File: src/rtl/leaderboard_fsm_pkg.sv
// Shared constants and state type for the leaderboard / high-score entry engine.
package leaderboard_fsm_pkg;

    // Character codes used by the virtual keyboard
    localparam int unsigned CHAR_A     = 0;
    localparam int unsigned CHAR_Z     = 25;
    localparam int unsigned CHAR_SPACE = 26;

    // Default field widths
    localparam int unsigned CHAR_SIZE_DEFAULT  = 5;
    localparam int unsigned SCORE_SIZE_DEFAULT = 16;

    // Dancepad one-pulse vector layout
    localparam int unsigned BTN_W        = 8;
    localparam int unsigned BUTTON_UP    = 0;
    localparam int unsigned BUTTON_DOWN  = 1;
    localparam int unsigned BUTTON_LEFT  = 2;
    localparam int unsigned BUTTON_RIGHT = 3;

    typedef enum logic [2:0] {
        IDLE,
        CHECK,
        NAMING,
        INSERT,
        SHOW
    } lb_state_t;

endpackage

File: src/rtl/char_stepper.sv
// Combinational up/down step of one character code with A <-> SPACE wrap.
module char_stepper
    import leaderboard_fsm_pkg::*;
#(
    parameter int unsigned CHAR_SIZE = CHAR_SIZE_DEFAULT
) (
    input  logic [CHAR_SIZE-1:0] ch,
    input  logic                 up,
    input  logic                 down,
    output logic [CHAR_SIZE-1:0] result_c
);

    // UP wins over DOWN; SPACE sits just above Z and just below A
    always_comb begin
        result_c = ch;
        if (up) begin
            result_c = (ch == CHAR_SIZE'(CHAR_SPACE)) ? CHAR_SIZE'(CHAR_A) : ch + CHAR_SIZE'(1);
        end else if (down) begin
            result_c = (ch == CHAR_SIZE'(CHAR_A)) ? CHAR_SIZE'(CHAR_SPACE) : ch - CHAR_SIZE'(1);
        end
    end

endmodule

File: src/rtl/leaderboard_fsm.sv
// High-score qualification, name entry and sorted insertion into the leaderboard table.
module leaderboard_fsm
    import leaderboard_fsm_pkg::*;
#(
    parameter  int unsigned DEPTH      = 5,
    parameter  int unsigned NAME_LEN   = 3,
    parameter  int unsigned CHAR_SIZE  = CHAR_SIZE_DEFAULT,
    parameter  int unsigned SCORE_SIZE = SCORE_SIZE_DEFAULT,
    localparam int unsigned RANK_W     = $clog2(DEPTH),
    localparam int unsigned CUR_W      = $clog2(NAME_LEN + 1),
    localparam int unsigned NAME_W     = NAME_LEN * CHAR_SIZE,
    localparam int unsigned ENTRY_W    = NAME_W + SCORE_SIZE
) (
    input  logic                     clk,
    input  logic                     rst,
    input  logic                     en,
    input  logic [BTN_W-1:0]         btn_pulse,
    input  logic [SCORE_SIZE-1:0]    new_score,
    output logic                     done,
    output logic                     qualified,
    output logic [RANK_W-1:0]        rank,
    output logic [CUR_W-1:0]         cursor,
    output logic [NAME_W-1:0]        name_buf,
    output logic [DEPTH*ENTRY_W-1:0] table_flat
);

    localparam logic [NAME_W-1:0] NAME_ALL_A     = {NAME_LEN{CHAR_SIZE'(CHAR_A)}};
    localparam logic [NAME_W-1:0] NAME_ALL_SPACE = {NAME_LEN{CHAR_SIZE'(CHAR_SPACE)}};

    lb_state_t             state;
    logic [RANK_W-1:0]     idx;
    logic [SCORE_SIZE-1:0] tbl_score [DEPTH];
    logic [NAME_W-1:0]     tbl_name  [DEPTH];

    logic                  btn_up;
    logic                  btn_down;
    logic                  btn_left;
    logic                  btn_right;
    logic                  btn_any;
    logic [CHAR_SIZE-1:0]  cur_char_c;
    logic [CHAR_SIZE-1:0]  stepped_c;
    logic [SCORE_SIZE-1:0] score_above_c;
    logic                  shift_c;
    logic                  at_confirm_c;

    assign btn_up       = btn_pulse[BUTTON_UP];
    assign btn_down     = btn_pulse[BUTTON_DOWN];
    assign btn_left     = btn_pulse[BUTTON_LEFT];
    assign btn_right    = btn_pulse[BUTTON_RIGHT];
    assign btn_any      = |btn_pulse;
    assign at_confirm_c = (cursor >= CUR_W'(NAME_LEN));

    // Character currently under the cursor (char 0 lives in the MSBs)
    always_comb begin
        cur_char_c = CHAR_SIZE'(CHAR_A);
        for (int i = 0; i < NAME_LEN; i++) begin
            if (cursor == CUR_W'(i)) begin
                cur_char_c = name_buf[(NAME_LEN-1-i)*CHAR_SIZE +: CHAR_SIZE];
            end
        end
    end

    char_stepper #(
        .CHAR_SIZE (CHAR_SIZE)
    ) u_char_stepper (
        .ch       (cur_char_c),
        .up       (btn_up),
        .down     (btn_down),
        .result_c (stepped_c)
    );

    // Score of the entry just above the insertion pointer; shift while it is strictly lower
    always_comb begin
        score_above_c = '0;
        for (int i = 1; i < DEPTH; i++) begin
            if (idx == RANK_W'(i)) begin
                score_above_c = tbl_score[i-1];
            end
        end
    end

    assign shift_c = (idx != '0) && (score_above_c < new_score);

    // Flattened table, entry 0 in the LSBs
    for (genvar g = 0; g < DEPTH; g++) begin : g_flat
        assign table_flat[g*ENTRY_W +: ENTRY_W] = {tbl_name[g], tbl_score[g]};
    end

    // State register, table storage and registered outputs
    always_ff @(posedge clk or negedge rst) begin
        if (!rst) begin
            state     <= IDLE;
            idx       <= '0;
            done      <= 1'b0;
            qualified <= 1'b0;
            rank      <= '0;
            cursor    <= '0;
            name_buf  <= NAME_ALL_A;
            for (int i = 0; i < DEPTH; i++) begin
                tbl_score[i] <= '0;
                tbl_name[i]  <= NAME_ALL_SPACE;
            end
        end else if (!en && (state != INSERT)) begin
            state    <= IDLE;
            done     <= 1'b0;
            cursor   <= '0;
            name_buf <= NAME_ALL_A;
        end else begin
            case (state)
                IDLE: begin
                    done     <= 1'b0;
                    cursor   <= '0;
                    name_buf <= NAME_ALL_A;
                    state    <= CHECK;
                end

                CHECK: begin
                    done <= 1'b0;
                    if (new_score > tbl_score[DEPTH-1]) begin
                        qualified <= 1'b1;
                        state     <= NAMING;
                    end else begin
                        qualified <= 1'b0;
                        state     <= SHOW;
                    end
                end

                NAMING: begin
                    done <= 1'b0;
                    if (!at_confirm_c) begin
                        if (btn_up || btn_down) begin
                            for (int i = 0; i < NAME_LEN; i++) begin
                                if (cursor == CUR_W'(i)) begin
                                    name_buf[(NAME_LEN-1-i)*CHAR_SIZE +: CHAR_SIZE] <= stepped_c;
                                end
                            end
                        end else if (btn_left) begin
                            cursor <= (cursor == '0) ? CUR_W'(NAME_LEN) : cursor - CUR_W'(1);
                        end else if (btn_right) begin
                            cursor <= cursor + CUR_W'(1);
                        end
                    end else begin
                        // On the confirm slot only LEFT edits; any other press commits
                        if (btn_up || btn_down) begin
                            idx   <= RANK_W'(DEPTH - 1);
                            state <= INSERT;
                        end else if (btn_left) begin
                            cursor <= cursor - CUR_W'(1);
                        end else if (btn_any) begin
                            idx   <= RANK_W'(DEPTH - 1);
                            state <= INSERT;
                        end
                    end
                end

                INSERT: begin
                    done <= 1'b0;
                    if (shift_c) begin
                        for (int i = 1; i < DEPTH; i++) begin
                            if (idx == RANK_W'(i)) begin
                                tbl_score[i] <= tbl_score[i-1];
                                tbl_name[i]  <= tbl_name[i-1];
                            end
                        end
                        idx <= idx - RANK_W'(1);
                    end else begin
                        for (int i = 0; i < DEPTH; i++) begin
                            if (idx == RANK_W'(i)) begin
                                tbl_score[i] <= new_score;
                                tbl_name[i]  <= name_buf;
                            end
                        end
                        rank <= idx;
                        if (en) begin
                            state <= SHOW;
                        end else begin
                            state    <= IDLE;
                            cursor   <= '0;
                            name_buf <= NAME_ALL_A;
                        end
                    end
                end

                SHOW: begin
                    done <= 1'b1;
                end

                default: begin
                    state <= IDLE;
                    done  <= 1'b0;
                end
            endcase
        end
    end

endmodule

File: config.mk
export PLATFORM = sky130hd
export DESIGN_NAME = leaderboard_fsm
export DESIGN_NICKNAME = d
export VERILOG_FILES = /design/src/rtl/leaderboard_fsm_pkg.sv /design/src/rtl/char_stepper.sv /design/src/rtl/leaderboard_fsm.sv
export SDC_FILE = /design/constraint.sdc
export NUM_CORES = 1
export LEC_CHECK = 0
export ABC_AREA = 1
export CAP_MARGIN = 30
export CORE_MARGIN = 2
export CORE_UTILIZATION = 53
export DETAILED_ROUTE_END_ITERATION = 6
export HOLD_SLACK_MARGIN = 0.1
export PLACE_DENSITY = 0.82
export SYNTH_ARGS = -nofsm -noshare
export SYNTH_HDL_FRONTEND = slang
export SYNTH_HIERARCHICAL = 1
export SYNTH_SLANG_ARGS = --single-unit
File: constraint.sdc
create_clock -name clk -period 4.5 [get_ports clk]
set_input_delay 0.675 -clock clk [delete_from_list [all_inputs] [get_ports clk]]
set_output_delay 0.675 -clock clk [all_outputs]
set_load 0.005 [all_outputs]
; After elaboration in Yosys (flattened, before gate mapping)
; Cells that the tools add are included.
[word_totals]
inputBits = 27
elab_cells = 151
register_bits = 183
output_inout_bits = 177
[op_classes]
order_cmp = 3
n_mux = 67
addsub = 5
reduce_logical = 25
bitwise = 2
n_eq_ne = 30
[op_table]
columns = cell, count
row1 = $mux W15, 13
row2 = $mux W16, 12
row3 = $mux W64, 1
row4 = $mux W60, 1
row5 = $mux W5, 10
row6 = $pmux W15 S3, 1
row7 = $mux W3, 13
row8 = $ne A3 B3 Y1 const B, 11
row9 = $reduce_and A6 Y1, 5
row10 = $mux W2, 10
row11 = $gt A16 B16 Y1, 1
row12 = $lt A16 B16 Y1, 1
row13 = $ne A4 B4 Y1 const B, 4
row14 = $pmux W3 S5, 1
row15 = $reduce_and A3 Y1, 5
row16 = $eq A3 B2 Y1 const B, 4
row17 = $reduce_or A8 Y1, 1
row18 = $eq A3 B1 Y1 const B, 2
row19 = $eq A3 B3 Y1 const B, 2
row20 = $logic_not A3 Y1, 2
row21 = $ne A2 B2 Y1 const B, 3
row22 = $pmux W2 S3, 1
row23 = $pmux W3 S2, 1
row24 = $add A5 B1 Y5 const B, 1
row25 = 22 further kinds, 26

; Depth between registers and ports, before layout
; Gate-level depths: netlist (run 1).
[logic_depth]
word_depth = 13
depth_mapped = 24

; Modules after synthesis
; The synthesis (run 1) kept the hierarchy.
[by_module_without_submodules]
columns = module, area_each_um2, cells_per_inst, seq_area_each_um2, n_inst
row1 = leaderboard_fsm, 9954.5, 1333, 4635.7, 1
row2 = char_stepper, 287.8, 51, 0.0, 1

; Least setup slack after synthesis (run 1)
; OpenSTA, ideal clock, no wires.
[synth_path]
kind = register to register
start = reg idx[0]
end = reg tbl_name, in the netlist table_flat[51]
path_stages_with_launch = 22
synth_period_minus_slack_ps = 3255
arrival_ps = 3176
setup_slack_ps = 1245
required_ps = 4421
cell_sequence = dfrtp_1 inv_1 ha_1 inv_1 nor2_1 inv_1 clkbuf_1 o221ai_1 o21ai_0 nand2_1 ha_1 a21oi_1 o21ai_0 nand3_1 a21oi_1 nor3b_1 clkbuf_1 clkbuf_1 nand3_1 nand2_1 nand2_1 o21ai_0
[synth_between]
elab_chain_cells = 8
elab_cells_between_ends = 13
cone_classes = 1 x order compare / 4 x eq/ne / 5 x mux / 3 x reduce/logical
[synth_rtl]
columns = item, line
row1 = from (decl), leaderboard_fsm.sv:31  ; logic [RANK_W-1:0] idx;
row2 = from (signal assigned), leaderboard_fsm.sv:145  ; idx <= RANK_W'(DEPTH - 1);
row3 = from (signal assigned), leaderboard_fsm.sv:150  ; idx <= RANK_W'(DEPTH - 1);
row4 = from (signal assigned), leaderboard_fsm.sv:165  ; idx <= idx - RANK_W'(1);
row5 = $eq A3 B1 Y1, "leaderboard_fsm.sv:76, leaderboard_fsm.sv:160, leaderboard_fsm.sv:168"
row6 = $mux W16 (4 in a row), leaderboard_fsm.sv:76  ; if (idx == RANK_W'(i)) begin
row7 = $lt A16 B16 Y1, leaderboard_fsm.sv:82  ; assign shift_c = (idx != '0) && (score_above_c < new_score);
row8 = $logic_and A1 B1 Y1, leaderboard_fsm.sv:82
row9 = $mux W60, leaderboard_fsm.sv:158  ; if (shift_c) begin
row10 = "to (signal, indexed assignment)", leaderboard_fsm.sv:162  ; tbl_name[i] <= tbl_name[i-1];
row11 = "to (signal, indexed assignment)", leaderboard_fsm.sv:170  ; tbl_name[i] <= name_buf;
row12 = to (decl), leaderboard_fsm.sv:33  ; logic [NAME_W-1:0] tbl_name [DEPTH];
; Parallel ways exist; a longest one is shown, timed or not.
; A chain may end at the register's enable or synchronous reset.

; Worst setup path in the final report (run 1)
[layout_path]
start = reg idx[1]
end = reg tbl_score, in the netlist table_flat[96]
[layout_between]
elab_chain_cells = 8
elab_cells_between_ends = 13
cone_classes = 1 x order compare / 4 x eq/ne / 5 x mux / 3 x reduce/logical
[layout_rtl]
columns = item, line
row1 = $eq A3 B1 Y1, leaderboard_fsm.sv:76
row2 = $mux W16 (4 in a row), leaderboard_fsm.sv:76
row3 = $lt A16 B16 Y1, leaderboard_fsm.sv:82
row4 = $logic_and A1 B1 Y1, leaderboard_fsm.sv:82
row5 = $mux W64, leaderboard_fsm.sv:158
row6 = "to (signal, indexed assignment)", leaderboard_fsm.sv:161  ; tbl_score[i] <= tbl_score[i-1];
row7 = "to (signal, indexed assignment)", leaderboard_fsm.sv:169  ; tbl_score[i] <= new_score;
row8 = to (decl), leaderboard_fsm.sv:32  ; logic [SCORE_SIZE-1:0] tbl_score [DEPTH];
; Parallel ways exist; a longest one is shown, timed or not.

==> summary.txt, run 1 <==
Worst setup path
  – Critical Path Fanout Max: 54
  – Worst Path Required: between 4 and 5 ns
  – CP Capture Type: flip-flop
  – Slowest CP cell: buf_4
  – WS Path Type: flip-flop to flip-flop
  – Critical path buffers and inverters: 3
  – Startpoint type of the worst setup path: flip-flop
  – Critical-path cell list: inv_1 -> ha_1 -> inv_1 -> nor2_1 -> nand2_1 -> o221ai_1 -> o21ai_0 -> nand2_1 -> ha_1 -> a21oi_1 -> o21ai_0 -> nand3_1 -> a21oi_1 -> nor3b_2 -> buf_4 -> nand3_1 -> nand2_1 -> nand2_1 -> o21ai_0
  – CP dominant cell by count: nand2_1
  – CP peak stage delay: 0.64 ns
  – Arr. time, crit path: ~4.3 ns
  – Cell family with most CP delay: simple AND/OR/NAND/NOR gates

Logic synthesis
  – Synth area leaders: dfrtp_1, nand2_1, dfstp_2, o21ai_0, inv_1
  – Synthesized cell area: a little over 10000 sq um
  – Post-synth top flop: dfrtp_1
  – Yosys warns: 6
  – Synth Net Count: 1454
  – Top-area cell type share of the netlist area: between 30 and 40%
  – Sequential area share after synthesis: roughly 45%
  – FFs w/ async S/R, synth: 100.0%
  – EDFF count, synth: 0
  – Cells after Synth: between 1000 and 1500
  – Cell taking the most area after synthesis: dfrtp_1
  – Post-synth cell types: 39
  – Syn_area_per_cell: 7.401 sq um
  – Synth Register Bits: between 150 and 200

Clocking
  – CTS sink count: between 150 and 200
  – CTS tree: built
  – CTS max path bufs: 2
  – Clk root buf: clkbuf_16
  – Cts hold-fix bufs: 0
  – H-tree Lvls: 4
  – Post-cts sizing count: 0
  – Clock buffer count from CTS: 17
  – Clk slew on worst S/H paths: 0.07 ns
  – Post-CTS setup buffers: 0
  – Clk_lat worst skew: roughly 0.45 ns

Timing
  – Worst slew pin tran: about 0.88 ns
  – Slew margin rel.: between 40% and 50%
  – Final hold vios: 0
  – Setup Viol. Count Final: 0
  – Final Max Tran Viols: 0
  – Tcrit/Tclk final: about nine tenths
  – Setup_tns: 0 ns
  – Clock Skews: about 0.013 ns
  – F_max: roughly 0.25 GHz
  – RSZ-0062 raised after global routing: false
  – Final Critical Period: 3.978 ns
  – Final WS setup: 0.5224 ns

Global routing
  – Vias in the first global route: 9584
  – Remaining global-route overflow: 0
  – Total Routing Usage GR: approximately a third
  – Initial antenna violation count: 0
  – Pin count of the biggest net entering global routing: between 90 and 100
  – First-pass GRT wire length: around 50000 microns

Die
  – Die Wd: 143.0 microns
  – Initial core utilization: approximately 54%
  – Core Rows: 50
  – Chip Height: 143.0 microns
  – Area of the core: ~19000 sq um
  – Die Area: approximately 20000 sq um
  – # IOs: between 200 and 250

Drt
  – Iteration-0 DRC Markers: a little over 900
  – DRC viols: 0
  – Routed Antenna Nets: 0
  – WL per Instance: between 15 and 20 microns
  – Via count: about 10000
  – Via/cell ratio: 5.518
  – First drt pass iteration count: 6
  – Post-Route WL: approximately 32000 microns

Finish
  – # diodes: 0
  – Area Growth Syn to Fin: 28.44%
  – Layout cells sized above 1: under 10%
  – Layout net count: around 1600
  – Commonest non-fill, non-tap cell in the layout: nand2_1
  – Most frequent cells in the layout: nand2_1, clkdlybuf4s50_1, inv_1, dfrtp_1, o21ai_0

Flow run
  – Max cap viols: 0

Pwr
  – Static Leakage: roughly 0.0069 uW
  – PD cells: between 200 and 300 nW/um^2
  – Worst-case vdd ir drop: about 280 uV

Min path
  – Worst Hold Class: input port to async pin

Placed design
  – DP HPWL: 22080 microns
  – Final GP Congestion: slightly above 0.9
  – Number of port buffers: ~200
  – Setup WS pre-CTS: around 0.69 ns

Status
  – Status: finished, final reports clean
-- worst paths after layout --
check	from	endpoint	slack (ns)	cells after the start
max in group asynchronous	rst	table_flat[150]	3.07	2
max	idx[1]	table_flat[96]	0.52	19
min reg2reg	table_flat[149]	table_flat[149]	0.47	2
min in group clk	table_flat[149]	table_flat[149]	0.47	2
max reg2reg	idx[1]	table_flat[96]	0.52	19
min	rst	table_flat[39]	0.30	1
-- cells in the mapped netlist, types with 3 or more instances --
library cell	number
a211oi_1	6
a21oi_1	24
buf_2	11
buf_6	9
clkbuf_1	45
dfrtp_1	138
dfstp_2	45
ha_1	43
inv_1	153
inv_2	4
nand2_1	543
nand2_2	10
nand3_1	80
nand4_1	18
nor2_1	35
nor3_1	9
o21ai_0	136
o21ai_1	32
o221ai_1	15
xor2_1	3
-- final cells by class --
type                            instances  area (sq um)
Fill cell                            1511          5675
Sequential cell                       183          4636
Inverter                              160         614.3
Tap cell                              260         325.3
Clock buffer                           22         528.0
Clock inverter                         10         147.6
Timing Repair Buffer                  219          2218
Multi-Input combinational cell        974          4686
-- routing by layer --
metal  part of all wire (%)  global-route usage (%)
met3                    9.5                   6.003
met1                     41                   42.73
met5                      0                       0
met2                     46                   49.51
met4                    3.1                   13.03
-- stage by stage --
stage                     util (%)  total power, uW  hold WS, ns  std cells  cell area (sq um)
after floorplan                  -             1770       0.3794       1384              10240
after global placement       65.87             1856       0.4588       1793              12400
after detailed placement     66.17             1860       0.4569       1795              12460
after CTS                    69.75             3537       0.3475       1827              13140
after global routing         69.86             3621       0.3907       1828              13160
final                        69.86             3532       0.2995       1828              13160
-- worst register-to-register path: cells and delay by family (launching register included) --
kind | cells | cell delay (ns)
and+or+nand+nor | 8 | 1.40
DFF | 1 | 0.42
buffers and inverters | 3 | 0.82
AOI/OAI and AO/OA | 6 | 0.84
adders and majority gates | 2 | 0.40
-- flip-flops by register name, summed over array words and instances, names as in the netlist --
name        count
cursor          2
done            1
idx             3
name_buf       15
qualified       1
rank            3
state           3
table_flat    155
-- kinds of logic (layout without fill, tap and decap cells) --
| family | after synthesis | after routing | synth area share (%) |
|---|---|---|---|
| xor gates and xnor gates | 4 | 4 | 0.3421 |
| adders and majority gates | 43 | 43 | 5.253 |
| buffers and inverters | 227 | 411 | 9.284 |
| and+or+nand+nor | 707 | 707 | 28.17 |
| AOI/OAI and AO/OA | 220 | 220 | 11.69 |
| DFF | 183 | 183 | 45.26 |
-- where the power goes --
part           internal (uW)  switching, uW  leakage (uW)  total (uW)
clock                   1010            688      0.000327        1700
combinational           58.3            117       0.00470         175
sequential              1650           5.38       0.00185        1660
Power figures use the tool's default switching activity.
==> run 2, diff against run 1 <==
--- a/config.mk
+++ b/config.mk
@@ -9,6 +9,7 @@
 export CAP_MARGIN = 30
 export CORE_MARGIN = 2
 export CORE_UTILIZATION = 53
+export CTS_CLUSTER_SIZE = 30
 export DETAILED_ROUTE_END_ITERATION = 6
 export HOLD_SLACK_MARGIN = 0.1
 export PLACE_DENSITY = 0.82
==> results of run 2 <==
The final DEF is identical to that of run 1; final timing and power are the same.
